===== config.mk =====
export PLATFORM = sky130hd
export DESIGN_NAME = sram_write_scheduler
export DESIGN_NICKNAME = d
export VERILOG_FILES = /design/src/rtl/sram_write_scheduler.sv
export SDC_FILE = /design/constraint.sdc
export NUM_CORES = 1
export LEC_CHECK = 0
export CORE_MARGIN = 2
export CORE_UTILIZATION = 24
export DETAILED_ROUTE_END_ITERATION = 10
export GPL_TIMING_DRIVEN = 0
export PLACE_DENSITY_LB_ADDON = 0.08
export SLEW_MARGIN = 10
export SYNTH_ARGS = -nofsm -noshare
export SYNTH_HDL_FRONTEND = slang
export SYNTH_SLANG_ARGS = --single-unit

===== constraint.sdc =====
create_clock -name CLK -period 2.5 [get_ports CLK]
set_clock_uncertainty 0.1 [all_clocks]
set_input_delay 0.25 -clock CLK [delete_from_list [all_inputs] [get_ports CLK]]
set_output_delay 0.25 -clock CLK [all_outputs]
set_load 0.005 [all_outputs]

===== src/rtl/sram_write_scheduler.sv =====
// Two-requester write scheduler for a pair of 256K x 16 asynchronous SRAM chips.
// Optional macro SRAM_WRAP_EN: wrap from chip 1 back to chip 0 instead of raising FULL.
module sram_write_scheduler #(
   parameter int WE_CYCLES = 2
) (
   input  logic        CLK,
   input  logic        RESET,
   input  logic        REQ_A,
   input  logic [15:0] DATA_A,
   output logic        ACK_A,
   input  logic        REQ_B,
   input  logic [15:0] DATA_B,
   output logic        ACK_B,
   output logic [17:0] SRAM_ADDR,
   output logic [15:0] SRAM_DATA,
   output logic [1:0]  SRAM_CE_N,
   output logic        SRAM_WE_N,
   output logic        BUSY,
   output logic        FULL
);

   localparam logic [1:0]  S_IDLE  = 2'd0;
   localparam logic [1:0]  S_SETUP = 2'd1;
   localparam logic [1:0]  S_WRITE = 2'd2;
   localparam logic [1:0]  S_HOLD  = 2'd3;
   localparam logic [3:0]  WE_LAST = 4'(WE_CYCLES - 1);
   localparam logic [17:0] ADDR_MAX = 18'h3FFFF;

   logic [1:0]  r_state, w_state;
   logic [3:0]  r_cnt, w_cnt;
   logic [17:0] r_addr, w_addr;
   logic        r_chip, w_chip;
   logic [15:0] r_data, w_data;
   logic [1:0]  r_ce_n, w_ce_n;
   logic        r_we_n, w_we_n;
   logic        r_ack_a, w_ack_a;
   logic        r_ack_b, w_ack_b;
   logic        r_busy, w_busy;
   logic        r_full, w_full;
   logic        r_last_b, w_last_b;
   logic        r_gnt_b, w_gnt_b;

   always_comb begin
      w_state  = r_state;
      w_cnt    = r_cnt;
      w_addr   = r_addr;
      w_chip   = r_chip;
      w_data   = r_data;
      w_ce_n   = r_ce_n;
      w_we_n   = r_we_n;
      w_ack_a  = 1'b0;
      w_ack_b  = 1'b0;
      w_full   = r_full;
      w_last_b = r_last_b;
      w_gnt_b  = r_gnt_b;
      case (r_state)
         S_IDLE: begin
            if (!r_full && (REQ_A || REQ_B)) begin
               // on a tie the requester not served last wins
               w_gnt_b  = REQ_B && (!REQ_A || !r_last_b);
               w_last_b = w_gnt_b;
               w_data   = w_gnt_b ? DATA_B : DATA_A;
               w_ce_n   = r_chip ? 2'b01 : 2'b10;
               w_state  = S_SETUP;
            end
         end
         S_SETUP: begin
            w_state = S_WRITE;
            w_we_n  = 1'b0;
            w_cnt   = WE_LAST;
         end
         S_WRITE: begin
            if (r_cnt == 4'd0) begin
               w_state = S_HOLD;
               w_we_n  = 1'b1;
               w_ack_a = !r_gnt_b;
               w_ack_b = r_gnt_b;
            end else begin
               w_cnt = r_cnt - 4'd1;
            end
         end
         S_HOLD: begin
            w_state = S_IDLE;
            w_ce_n  = 2'b11;
            if (r_addr == ADDR_MAX) begin
               w_addr = 18'd0;
               if (!r_chip) begin
                  w_chip = 1'b1;
               end else begin
`ifdef SRAM_WRAP_EN
                  w_chip = 1'b0;
`else
                  w_full = 1'b1;
`endif
               end
            end else begin
               w_addr = r_addr + 18'd1;
            end
         end
         default: w_state = S_IDLE;
      endcase
      w_busy = (w_state != S_IDLE);
   end

   always_ff @(posedge CLK) begin
      if (RESET) begin
         r_state  <= S_IDLE;
         r_cnt    <= 4'd0;
         r_addr   <= 18'd0;
         r_chip   <= 1'b0;
         r_data   <= 16'd0;
         r_ce_n   <= 2'b11;
         r_we_n   <= 1'b1;
         r_ack_a  <= 1'b0;
         r_ack_b  <= 1'b0;
         r_busy   <= 1'b0;
         r_full   <= 1'b0;
         r_last_b <= 1'b1;
         r_gnt_b  <= 1'b0;
      end else begin
         r_state  <= w_state;
         r_cnt    <= w_cnt;
         r_addr   <= w_addr;
         r_chip   <= w_chip;
         r_data   <= w_data;
         r_ce_n   <= w_ce_n;
         r_we_n   <= w_we_n;
         r_ack_a  <= w_ack_a;
         r_ack_b  <= w_ack_b;
         r_busy   <= w_busy;
         r_full   <= w_full;
         r_last_b <= w_last_b;
         r_gnt_b  <= w_gnt_b;
      end
   end

   assign ACK_A     = r_ack_a;
   assign ACK_B     = r_ack_b;
   assign SRAM_ADDR = r_addr;
   assign SRAM_DATA = r_data;
   assign SRAM_CE_N = r_ce_n;
   assign SRAM_WE_N = r_we_n;
   assign BUSY      = r_busy;
   assign FULL      = r_full;

endmodule


==> flow_summary.ini <==
[worst_setup_path]
worstReg2RegStart = r_state[0]
cp.arrival_ns = 2.31
ff2ff_setup_slack_ns = 0.32
worstSetupEndpointType = flip-flop
cpMaxStageDelayCell = clkbuf_1
path_buf_inv = 3
critPathTopFamily = buffers and inverters
worstSetupStartpointType = flip-flop
cp-startpoint = r_state[0]
critPathKind = reg2reg
path_max_fanout = 10
cpPeakStageDelay_ns = 0.46
crit_chain = inv_1 > ha_1 > inv_1 > nor2_1 > clkbuf_1 > nor2_1 > a211oi_1
required_ns = 2.63

[yosys]
syn_inst = 245
yosysTopAreaCell = dfxtp_1
ys.flop_type = dfxtp_1
avgSynthCellArea_sq_um = 9.244
synthTopCellsByArea = dfxtp_1 44%, mux2i_1 8.8%, nor2_1 7.1%
netlist_area_sq_um = 2265
yosysMostFrequentCell = dfxtp_1
ys_ff_latch = 50
yosys_warnings = 0
synth_cell_type_count = 40
yosys-top-cells-count = 50 x dfxtp_1, 43 x nor2_1, 20 x mux2i_1, 16 x a211oi_1, 10 x a21oi_1
yosysTopAreaCellShare = 0.4420
async_flop_share = 0
synth-edff-count = 0
syn-num-nets = 289
seq_area_frac_synth = 0.4420

[layout]
final_cells = 443
drive_gt1_frac = 0.06928
syn_to_final_growth_pct = 45.25
final_util = 0.3577
layout.nets = 375
antenna_cells = 0

[global_route]
grt_max_degree = 18
grt_pass1_wl_microns = 9791
grt_use_total = 0.1219
grt_pass1_vias = 1917
antenna_found_initial = 0
grt_remaining_overflow = 0

[clock_network]
numCtsBuffers = 5
clk_latency_ns = 0.32
path_clk_slew_ns = 0.11
cts_tree = built
clock_sinks = 50
clockBufferDepth = 2
cts_hold_buf = 0
cts-htree-levels = 2
root_buffer = clkbuf_8

[place]
place_inst = 432
portBuffers = 76
gp_congestion = 0.7521
hpwlAfterDp_microns = 4482

[pwr]
p_per_area_nw_per_um2 = 761.9
leakage_nw = 1.206
peakVddDrop_mv = 0.2743
totalPowerFinal_w = 0.002506

[route]
vias = 2017
drt-pass1-iter-count = 4
wirelength_microns = 5980
drt_iter0_markers = 31
ant_nets = 0
routed_via_density = 4.553
drc = 0
wire_per_inst_microns = 13.50

[flow_run]
maxCapViolCount = 0

[sta]
period_share = 0.8722
fmax_mhz = 458.6
whs_ns = 0.3643
setup_viol = 0
tns_ns = 0
max_slew_margin = 0.6277
hold_violations = 0
drv_slew = 0
worst_pin_slew_ns = 0.5564
rsz0062_at_grt = no
finalCriticalPeriod_ns = 2.181

[worst_hold_path]
hold_path.class = reg2reg
hp-start = r_last_b

[floorplan]
num_rows = 35
die_height_microns = 101.1
fp.dieW_microns = 101.1
coreArea_sq_um = 9196
die_area_sq_um = 10230
start_util = 0.2463
ios = 77

[status]
status = finished clean
==> tightest hold or removal path: cells and delay by family (launching register included) <==
kind	cells	cell delay, ns
flip-flops	1	0.32
AO/OA/AOI/OAI	1	0.06
AND/OR/NAND/NOR	1	0.05
==> registers in the layout (all words and copies together), names as in the netlist <==
name and cells:
SRAM_CE_N 2, FULL 1, r_last_b 1, r_gnt_b 1, SRAM_WE_N 1, ACK_A 1
r_state 2, SRAM_ADDR 18, SRAM_DATA 16, ACK_B 1, r_chip 1, r_cnt 4
BUSY 1
==> layer usage <==
layer | wire length (microns) | up-vias | GRT usage
li1 | - | 1040 | -
met2 | 2751 | 38 | 0.1961
met3 | 252 | 5 | 0.03244
met1 | 2907 | 934 | 0.1616
met5 | 0 | - | 0
met4 | 69 | 0 | 0.03430
==> logic make-up (layout without fill, tap and decap cells) <==
group | after synthesis | in the layout | synth area share
AND/OR/NAND/NOR | 89 | 89 | 0.2022
multiplexers | 21 | 21 | 0.09337
buffers and inverters | 21 | 108 | 0.03702
XOR/XNOR | 14 | 14 | 0.05414
adder cells (fa/ha/maj) | 8 | 8 | 0.04420
AO/OA/AOI/OAI | 42 | 42 | 0.1271
flip-flops | 50 | 50 | 0.4420
==> cell type report <==
cell class              count  area [sq um]
flip-flops and latches     50          1001
repair buffers             79         783.3
well taps                 111         138.9
clock buffers               5         68.82
inverters                   9         33.78
plain buffers              12         50.05
clock inverters             3         25.02
multi-input cells         174          1189
fillers                   988          5907
==> timing repair <==
action                     4_1_cts  5_1_grt
resized for setup                1        0
setup endpoints to repair       10       10
pin swaps                        0        1
buffers inserted                 0        3
==> final timing paths <==
| check | endpoint | cells past startpoint |
|---|---|---|
| max | SRAM_DATA[7] | 7 |
| min | r_last_b | 2 |
| max reg2reg | SRAM_DATA[7] | 7 |
| min reg2reg | r_last_b | 2 |
==> power breakdown <==
| part | switching (W) | internal (W) | leakage [nW] |
|---|---|---|---|
| Sequential | 0.0000882 | 0.000965 | 0.409 |
| Clock | 0.000295 | 0.000203 | 0.0447 |
| Combinational | 0.000457 | 0.000498 | 0.753 |
| Total | 0.000840 | 0.00167 | 1.21 |
==> per-stage QoR <==
| step | setup slack [ns] | area (sq um) |
|---|---|---|
| 2_1_floorplan | 0.5498 | 2265 |
| 3_3_place_gp | -0.01259 | 3164 |
| 3_5_place_dp | -0.02314 | 3164 |
| 4_1_cts | 0.05562 | 3267 |
| 5_1_grt | 0.03294 | 3289 |
| 6_report | 0.3195 | 3289 |
==> layout by cell type, fill, tap and decap left out, types with 2 or more instances in the layout <==
master / count
xor2_1: 5
nand2_1: 9
buf_2: 4
a31oi_1: 2
inv_1: 9
clkdlybuf4s50_1: 76
a21oi_1: 10
nand2b_1: 3
nor3_1: 8
clkbuf_1: 5
ha_1: 8
nand4_1: 5
a31o_2: 2
buf_1: 3
o21bai_1: 2
mux2i_1: 20
nand3_1: 6
o21ai_0: 2
dfxtp_1: 50
nor4_1: 3
nor2_1: 43
buf_4: 3
a211oi_1: 16
or4_1: 3
xnor2_1: 9
clkbuf_8: 5
o31ai_1: 2
Note: power is estimated with default switching activity, not from simulation.
